[config.mk]
export PLATFORM = sky130hd
export DESIGN_NAME = ifetch_queue
export DESIGN_NICKNAME = d
export VERILOG_FILES = /design/src/rtl/ifetch_queue.sv
export SDC_FILE = /design/constraint.sdc
export NUM_CORES = 1
export LEC_CHECK = 0
export ABC_AREA = 1
export BUFFER_PORTS_ARGS = -buffer_cell sky130_fd_sc_hd__clkbuf_2
export CAP_MARGIN = 10
export CORE_ASPECT_RATIO = 0.6
export CORE_UTILIZATION = 45
export CTS_BUF_LIST = sky130_fd_sc_hd__clkbuf_16
export DETAILED_ROUTE_END_ITERATION = 8
export MAX_ROUTING_LAYER = met4
export PLACE_DENSITY = 0.65
export SYNTH_ARGS = -nofsm -noshare
export SYNTH_HDL_FRONTEND = slang
export SYNTH_SLANG_ARGS = --single-unit
[constraint.sdc]
create_clock -name clk -period 6.52 [get_ports clk]
set_input_delay 1.63 -clock clk [delete_from_list [all_inputs] [get_ports clk]]
set_output_delay 1.63 -clock clk [all_outputs]
set_load 0.005 [all_outputs]
[src/rtl/ifetch_queue.sv]
// ifetch_queue
// Instruction fetch front end. Holds the fetch PC, presents its truncated byte
// address to a combinational instruction memory, captures the returned word
// into a small in-order queue and offers {pc, inst} pairs downstream through a
// valid/ready handshake. A redirect flushes the queue and restarts fetch.
//
// Ports:
//   clk           rising-edge clock
//   reset         synchronous, active-high reset
//   imem_addr     byte address to instruction memory (fpc truncated)
//   imem_dout     instruction word returned in the same cycle
//   redirect      flush queue, restart fetch at redirect_pc
//   redirect_pc   new fetch byte address (low two bits ignored for fetch)
//   inst_valid    queue head holds a valid instruction
//   inst          instruction at queue head (0 while invalid)
//   inst_pc       byte PC of instruction at queue head (0 while invalid)
//   inst_ready    consumer accepts the head this cycle
//   misalign      one-cycle pulse after a redirect with redirect_pc[1:0] != 0
//   accept_count  handshakes completed since reset (wraps at 2^32)
module ifetch_queue #(
    parameter int          IMEM_ADDR_WIDTH = 10,
    parameter logic [31:0] RESET_PC        = 32'h0000_0000,
    parameter int          QUEUE_DEPTH     = 2
) (
    input  logic                       clk,
    input  logic                       reset,
    output logic [IMEM_ADDR_WIDTH-1:0] imem_addr,
    input  logic [31:0]                imem_dout,
    input  logic                       redirect,
    input  logic [31:0]                redirect_pc,
    output logic                       inst_valid,
    output logic [31:0]                inst,
    output logic [31:0]                inst_pc,
    input  logic                       inst_ready,
    output logic                       misalign,
    output logic [31:0]                accept_count
);

    localparam int PTR_W = $clog2(QUEUE_DEPTH);
    localparam int CNT_W = $clog2(QUEUE_DEPTH + 1);

    logic [31:0]      fpc;
    logic [PTR_W-1:0] head;
    logic [PTR_W-1:0] tail;
    logic [CNT_W-1:0] count;
    logic [31:0]      q_pc   [QUEUE_DEPTH];
    logic [31:0]      q_inst [QUEUE_DEPTH];

    logic pop;
    logic push;

    assign imem_addr  = fpc[IMEM_ADDR_WIDTH-1:0];
    assign inst_valid = (count != '0);
    assign inst       = inst_valid ? q_inst[head] : 32'h0;
    assign inst_pc    = inst_valid ? q_pc[head]   : 32'h0;

    assign pop = inst_valid & inst_ready;
    // A pop frees a slot in the same cycle, so a full queue can still accept
    // a new fetch while the head is being consumed.
    assign push = !redirect && ((count < CNT_W'(QUEUE_DEPTH)) || pop);

    // Control state: fetch PC, pointers, occupancy, status outputs.
    always_ff @(posedge clk) begin
        if (reset) begin
            fpc          <= RESET_PC;
            head         <= '0;
            tail         <= '0;
            count        <= '0;
            misalign     <= 1'b0;
            accept_count <= 32'h0;
        end else begin
            misalign <= redirect && (redirect_pc[1:0] != 2'b00);
            // A pop coincident with a redirect was still taken by the consumer.
            if (pop) begin
                accept_count <= accept_count + 32'd1;
            end
            if (redirect) begin
                fpc   <= {redirect_pc[31:2], 2'b00};
                head  <= '0;
                tail  <= '0;
                count <= '0;
            end else begin
                if (push) begin
                    tail <= tail + PTR_W'(1);
                    fpc  <= fpc + 32'd4;
                end
                if (pop) begin
                    head <= head + PTR_W'(1);
                end
                count <= count + CNT_W'(push) - CNT_W'(pop);
            end
        end
    end

    // Queue storage carries data only; validity is tracked by count.
    always_ff @(posedge clk) begin
        if (push) begin
            q_pc[tail]   <= fpc;
            q_inst[tail] <= imem_dout;
        end
    end

endmodule

Word-level counts from Yosys, hierarchy flattened
Memories as Yosys holds them, arrays and structs flattened. A register that Yosys moved wholly into a read port is not among the register bits.
Cells that the tools add are included.
{ "classes": {"addsub": 6, "mul": 0, "n_div": 0, "order_cmp": 1, "n_eq_ne": 0, "shifts": 0, "n_mux": 10, "n_bitwise": 1, "reduce_logical": 8} }
{ "op_table": {"columns": ["cell", "n"], "rows": [
  ["32-bit two-way mux", 4],
  ["32-bit by 1-bit adder with 32-bit output, second input constant", 1],
  ["32-bit by 3-bit adder with 32-bit output, second input constant", 1],
  ["1-bit two-way mux", 6],
  ["2-bit nonzero test", 3],
  ["1-bit adder, second input constant", 2],
  ["2-bit by 1-bit adder with 2-bit output", 1],
  ["1-bit logical AND", 2],
  ["2-bit less-than comparator, second input constant", 1],
  ["2-bit OR reduction", 1],
  ["2-bit by 1-bit subtractor with 2-bit output", 1],
  ["1-bit bitwise AND", 1],
  ["1-bit zero test", 1],
  ["1-bit logical OR", 1]
]} }
{ "totals": {"regBits": 69, "latchBits": 0, "ram_bits": 128, "romBits": 0, "input_bits": 68, "output_inout_bits": 108, "elab_cells": 35, "mem_count": 2} }
{ "mem_list": {"columns": ["name", "depth", "word_bits", "rd", "rd_ports_with_merged_regs", "write_ports", "line_no", "text"], "rows": [
  ["q_inst", 2, 32, 1, 1, 1, "47", "logic [31:0] q_inst [QUEUE_DEPTH];"],
  ["q_pc", 2, 32, 1, 1, 1, "46", "logic [31:0] q_pc [QUEUE_DEPTH];"]
]} }

Longest topological paths before layout
Gate-level depths: netlist (run 1).
{ "logic_depth": {"ltp_word": 6, "depth_mapped": 11, "mapped_depth_nobuf": 11} }

Least setup slack after synthesis (run 1)
Ideal clock, no wire load.
{ "synth_path": {"path_type": "input-to-reg", "start": "input inst_ready", "end": "memory q_inst[0][0] (enable)", "setup_ns": 0.484, "arrival_ns": 4.802, "t_required_ns": 6.036, "path_slack_ns": 1.234, "cell_stages": 6, "n_path_buf": 0, "path_cell_list": "inv_1 -> nor2_8 -> nor2_8 -> nor2_4 -> inv_1 -> nor2_1"} }
{ "synth_between": {"elab_chain_len": 5} }
{ "synth_rtl": {"columns": ["item", "line_no", "text"], "rows": [
  ["start, declared", "34", "input logic inst_ready,"],
  ["1-bit bitwise AND", "57", "assign pop = inst_valid & inst_ready;"],
  ["1-bit logical OR", "60", "assign push = !redirect && ((count < CNT_W'(QUEUE_DEPTH)) || pop);"],
  ["1-bit logical AND", "60", null],
  ["1-bit two-way mux", "97", "if (push) begin"],
  ["1-bit two-way mux (implied by the code)", "99", "q_inst[tail] <= imem_dout;"],
  ["end, declared", "47", null]
]} }
Every way passes these cells.

Worst setup path after layout (run 1)
{ "layout_path": {"start": "input inst_ready", "end": "memory q_inst[0][11] (enable)"} }
Same word-level chain as after synthesis.

==> summary.txt, run 1 <==
Status
  – Status: completed

Final layout
  – Area growth, synth to finish: 19.0%
  – Area of the multi-input gates: around 3200 um^2
  – Ant. Diodes: 0
  – FF/Latch Area: 5090 um^2
  – Fill cell count: 1718
  – Final Cell Area: 10400 um^2
  – NumNets Final: roughly 1200
  – Share of layout cells above drive strength 1: 0.196

STA
  – Setup ws final: approximately 2.7 ns
  – Final setup fails: 0
  – Final period utilization: 0.582
  – RSZ-0062 raised after global routing: no
  – Worst-Margin Slew: approximately 0.87 ns
  – Final hold violations: 0
  – Post-layout min period: between 3 and 4 ns
  – Setup Skew: between 0.01 and 0.015 ns
  – Max Slew Vio Count: 0
  – Total negative slack: 0 ns
  – Slew headroom: 0.418
  – Fmax: around 260 MHz

Routing
  – Initial DRC Count: 663
  – Routed Wire Length: 22400 um
  – DR DRC count: 0
  – Routed wire per std cell: 15.4 um
  – Post-DRT Antenna Nets: 0
  – Mean number of vias per cell: between 5 and 6
  – DRT Pass-1 Iters: 5
  – Via Count: ~7300

GRT
  – Remaining global-route overflow: 0
  – Initial antenna violation count: 0
  – Total GRT Usage: 0.238
  – Global-route wire length before repair: approximately 35000 um
  – Gr busiest metal: met1
  – Vias in the first global route: 6385
  – M1 GR Usage: 0.374
  – Met2 usage: 0.302
  – Met3 Use GR: 0.0503
  – Pin count of the biggest net entering global routing: 63

Synthesis
  – Mapped Area: 8770 um^2
  – Area contributors post-synth: edfxtp_1 42%, dfxtp_1 16%, nand2_1 14%, a21oi_1 5.9%, nor2_1 4.7%
  – Cell taking the most area after synthesis: edfxtp_1
  – Syn. warnings: 0
  – Post-synth EDFFs: about 120
  – Seq cells post-synth: 192
  – Synth top cells by count: 332 x nand2_1, 124 x edfxtp_1, 111 x nor2_1
  – Ys flop type: edfxtp_1
  – Share of the synthesized area in the top cell type: 0.424
  – Avg Cell Area, Syn: around 8.6 um^2
  – Async set or reset register ratio after synthesis: 0
  – Most common cell in the synthesized netlist: nand2_1
  – Post-synthesis cell count: 1021
  – Distinct cells, synth: 33
  – Sequential area share after synthesis: 0.579

Critical path
  – Bufs and invs on worst path: 4
  – CP Data Required Time: between 6 and 7 ns
  – CP startpoint kind: input pin
  – Worst setup path class: input pin to flop
  – CP cell instances: clkbuf_2, inv_1, nor2_8, nor2_8, nor2_4, inv_1, nor2_4, buf_12
  – Slowest cell delay on critical path: around 0.68 ns
  – CP max-delay cell: nor2_4
  – Cell family with most CP delay: simple AND/OR/NAND/NOR gates
  – Worst setup EP type: flop
  – Max FO, Critical Path: 38
  – Crit path DAT: slightly below 4 ns

Pwr
  – Cell Pwr Density: roughly 250 nW/um^2
  – Leakage power: between 0.004 and 0.005 uW
  – Peak VDD IR: 0.000131 V

Placed design
  – Dpl ws: roughly 2.3 ns
  – Port Buffers: ~170
  – DP HPWL: between 15000 and 20000 um
  – Placer Congestion: around 0.94
  – Placed instance area: approximately 10000 um^2

Clocking
  – Post_cts resized: 0
  – CTS tree: built
  – Clock Sinks: 192
  – CTS max path bufs: 2
  – Number of setup buffers added after CTS: 0
  – CTS root buf: clkbuf_16
  – Inserted Clock Buffers: 17
  – Clock transition at path regs: approximately 0.080 ns
  – H-tree Lvls: 4
  – Clock latency at the later pin of the worst-skew pair: roughly 0.44 ns
  – Hold buffers post-CTS: 0

Die
  – Die Y: between 100 and 150 um
  – Die width: between 150 and 200 um
  – Floorplan row count: 39
  – CORE AREA: approximately 19000 um^2
  – Number of top-level pins: around 180
  – Die ar.: roughly 20000 um^2
  – Initial Utilization: 0.460

Min path
  – Worst min-delay path class: flop to flop

Run
  – Max Cap Violations: 0
==> power breakdown <==
part / switching [uW] / internal [uW]
registers: 31.8 / 1350
logic: 112 / 63.2
clock network: 525 / 524
==> per-layer routing <==
metal,vias up,wire (um)
met3,15,1750
li1,3666,-
met5,-,0
met4,0,209
met1,3383,11700
met2,284,8670
==> worst register-to-register path, cell delays in order, from the launching register on <==
cell and delay (ns):
dfxtp_1 0.43, nor2_4 0.09, nor2_8 0.25, nor2_8 0.07, nor2_4 0.36, inv_1 0.29
nor2_4 0.68, buf_12 0.32
==> cell type report <==
type,instances,share of cell area
sequential,192,0.487
multi-input combinational,709,0.307
timing repair buffer,178,0.0882
clock buffer,17,0.0407
tap,266,0.0319
inverter,77,0.0277
clock inverter,15,0.0176
==> path summary, 6_finish.rpt <==
kind / end / from / cells past startpoint / slack, ns
setup / recovery: q_inst[0][11] / inst_ready / 8 / 2.73
setup reg to reg: q_inst[0][11] / count[1] / 7 / 3.68
hold reg to reg: flop / head / 1 / 0.44
hold / removal: flop / head / 1 / 0.44
==> sequential cells by signal (all words and copies together), names as in the netlist, named ones only <==
name and flops:
misalign 1, q_inst 64, q_pc 60, head 1, count 2, fpc 30, tail 1, accept_count 32
==> stage by stage <==
step | utilization | instances | hold slack, ns | power [uW]
2_1_floorplan | - | 1024 | 0.426 | 1500
3_3_place_gp | 0.515 | 1422 | 0.433 | 1580
3_5_place_dp | 0.515 | 1422 | 0.436 | 1580
4_1_cts | 0.547 | 1454 | 0.444 | 2630
5_1_grt | 0.547 | 1454 | 0.475 | 2710
6_report | 0.547 | 1454 | 0.444 | 2600
==> layout by cell type, fill, tap and decap left out, drive strengths merged, types with 35 or more instances in the layout <==
cell	instances
nand2	336
nor2	121
a21oi	103
clkbuf	188
o21ai	35
dfxtp	68
nand3	53
inv	85
edfxtp	124
==> cells by family (layout without fill, tap and decap cells) <==
family | count (synthesis) | after routing | share of synthesized area
compound gates | 159 | 159 | 0.0951
xor+xnor | 9 | 9 | 0.00898
simple gates | 534 | 534 | 0.254
other cells | 1 | 4 | 0.000427
buf+inv | 123 | 287 | 0.0582
flops | 192 | 192 | 0.579
fa+ha+maj | 3 | 3 | 0.00428
Note: power is estimated with default switching activity, not from simulation.
==> run 2: changes to the inputs <==
clock period = 3.5 ns   (was 6.52 ns; I/O delays follow)
==> summary.txt, run 2 (synthesis results as in run 1) <==
Clocking
  – CTS tree: built (unchanged)
  – Clock latency at the later pin of the worst-skew pair: 0.45 ns (was 0.44 ns)
  – CTS root buf: clkbuf_16 (unchanged)
  – Number of setup buffers added after CTS: 0 (unchanged)
  – Clock transition at path regs: 0.07 ns (was 0.08 ns)
  – Clock Sinks: 192 (unchanged)
  – CTS max path bufs: 2 (unchanged)
  – Post_cts resized: 0 (unchanged)
  – H-tree Lvls: 4 (unchanged)
  – Inserted Clock Buffers: 17 (unchanged)
  – Hold buffers post-CTS: 0 (unchanged)

STA
  – RSZ-0062 raised after global routing: no (unchanged)
  – Fmax: between 300 and 400 MHz
  – Max Slew Vio Count: 0 (unchanged)
  – Slew headroom: 0.495 (was 0.418)
  – Final setup fails: 0 (unchanged)
  – Final hold violations: 0 (unchanged)
  – Worst-Margin Slew: 0.757 ns (was 0.871 ns)
  – Total negative slack: 0 ns (unchanged)
  – Final period utilization: 0.819
  – Post-layout min period: between 2 and 3 ns
  – Setup Skew: 0.0133 ns (was 0.0107 ns)

Run
  – Max Cap Violations: 0 (unchanged)

Pwr
  – Combinational fraction of design power: 0.068 (was 0.067)
  – Cell Pwr Density: 465 nW/um^2 (was 249 nW/um^2)
  – Reg power frac: 0.527 (was 0.530)
  – Pwr Total: 4880 uW (was 2600 uW)
  – Peak VDD IR: 0.000321 V (was 0.000131 V)
  – Switching share of power: 0.249 (was 0.257)
  – Leakage power: 0.00407 uW (was 0.00404 uW)
  – Internal Pwr Total: 3660 uW (was 1930 uW)
  – Sw Pwr: 1210 uW (was 669 uW)
  – Clk network pwr share: 0.405 (was 0.403)

Die
  – CORE AREA: 19100 um^2 (unchanged)
  – Initial Utilization: 0.460 (unchanged)
  – Floorplan row count: 39 (unchanged)
  – Die width: 182 um (unchanged)
  – Die ar.: 20100 um^2 (unchanged)
  – Number of top-level pins: 176 (unchanged)
  – Die Y: 110 um (unchanged)

Critical path
  – Worst setup EP type: primary output (was flop)
  – Worst setup path class: flop to primary output (was input pin to flop)
  – Max FO, Critical Path: 62 (was 38)
  – Crit path DAT: 1.99 ns (was 3.92 ns)
  – CP Data Required Time: 2.62 ns (was 6.65 ns)
  – CP startpoint kind: flop (was input pin)

Final layout
  – Area of the multi-input gates: 3210 um^2 (unchanged)
  – Area growth, synth to finish: 19.6% (was 19.0%)
  – Largest Register: q_inst (unchanged)
  – Most frequent cells in the layout: 332 x nand2_1, 171 x clkbuf_2, 124 x edfxtp_1, 109 x nor2_1, 103 x a21oi_1 (unchanged)
  – Ant. Diodes: 0 (unchanged)
  – Number of flip-flops in the largest register: 64 (unchanged)
  – Top Registers: q_inst x64, q_pc x60, accept_count x32 (unchanged)
  – Share of layout cells above drive strength 1: 0.199 (was 0.196)
  – Fill cell count: 1758 (was 1718)
  – NumNets Final: 1251 (was 1246)
  – Most common cell after layout, fill and taps aside: nand2_1 (unchanged)
  – FF/Latch Area: 5090 um^2 (unchanged)

Min path
  – Worst min-delay path class: flop to flop (unchanged)

Routing
  – Mean number of vias per cell: 5.05 (about the same)
  – Routed Wire Length: 22300 um (was 22400 um)
  – DR DRC count: 2 (was 0)
  – Initial DRC Count: 618 (was 663)
  – Via Count: 7371 (was 7348)
  – DRT Pass-1 Iters: 8 (was 5)
  – Routed wire per std cell: 15.3 um (was 15.4 um)
  – Post-DRT Antenna Nets: 0 (unchanged)

GRT
  – Initial antenna violation count: 0 (unchanged)
  – Total GRT Usage: 0.238 (about the same)
  – Global-route wire length before repair: 34900 um (was 35100 um)
  – Pin count of the biggest net entering global routing: 63 (unchanged)
  – Vias in the first global route: 6367 (was 6385)
  – Remaining global-route overflow: 0 (unchanged)

Status
  – Status: complete, but fails checks (was completed)
  – Failing checks: design-rule violations

Placed design
  – Port Buffers: 171 (unchanged)
  – Placer Congestion: 0.932 (was 0.939)
  – DP HPWL: 15700 um (was 15500 um)
run 2: cell types whose count changed in the layout (fill, tap and decap cells not counted), sizes merged:
cell      change
buf           +5
clkinv        -2
clkinvlp      +2
bufinv        +1
inv           -1
run 2: path summary, 6_finish.rpt:
| check | startpoint | endpoint | slack [ns] | depth (start not counted) |
|---|---|---|---|---|
| worst max register to register | fpc[2] | fpc[26] | 1.45 | 9 |
| worst min-delay path | head | flop | 0.45 | 1 |
| worst max-delay path | count[1] | inst_pc[14] | 0.63 | 4 |
| worst min register to register | head | flop | 0.45 | 1 |
run 2: area by class of cell:
cell class                 count  share of cell area
tap                          266              0.0317
clock buffer                  17              0.0405
timing repair buffer         183              0.0925
clock inverter                15              0.0176
sequential                   192               0.485
multi-input combinational    709               0.305
inverter                      77              0.0275
run 2: through the flow:
stage          std cells   util  hold WS (ns)  setup WS [ns]  cell area (um^2)
5_1_grt             1459  0.550         0.456          0.493             10500
4_1_cts             1459  0.550         0.445          0.630             10500
6_report            1459  0.550         0.447          0.634             10500
2_1_floorplan       1024      -         0.426         0.0130              8790
3_5_place_dp        1427  0.518         0.435          0.881              9880
3_3_place_gp        1427  0.518         0.430          0.898              9880
run 2: per-layer routing:
| layer | part of all wire | vias up | global-route usage |
|---|---|---|---|
| li1 | - | 3686 | - |
| met1 | 0.52 | 3350 | 0.367 |
| met2 | 0.38 | 311 | 0.303 |
| met3 | 0.085 | 24 | 0.0555 |
| met4 | 0.014 | 0 | 0.0642 |
| met5 | 0 | - | - |
run 2: worst max-delay path, stage by stage, from the launching register on:
cell      delay [ns]
dfxtp_1         0.36
nor2_4          0.19
buf_4           0.61
a21oi_1         0.17
clkbuf_2        0.16
run 2: power groups by stage:
stage	sequential (uW)	clock [uW]	combinational, uW
after floorplan	2600	0	193
after global placement	2620	0	329
after detailed placement	2620	0	333
after CTS	2570	2010	334
after global routing	2580	2100	372
final	2570	1980	333
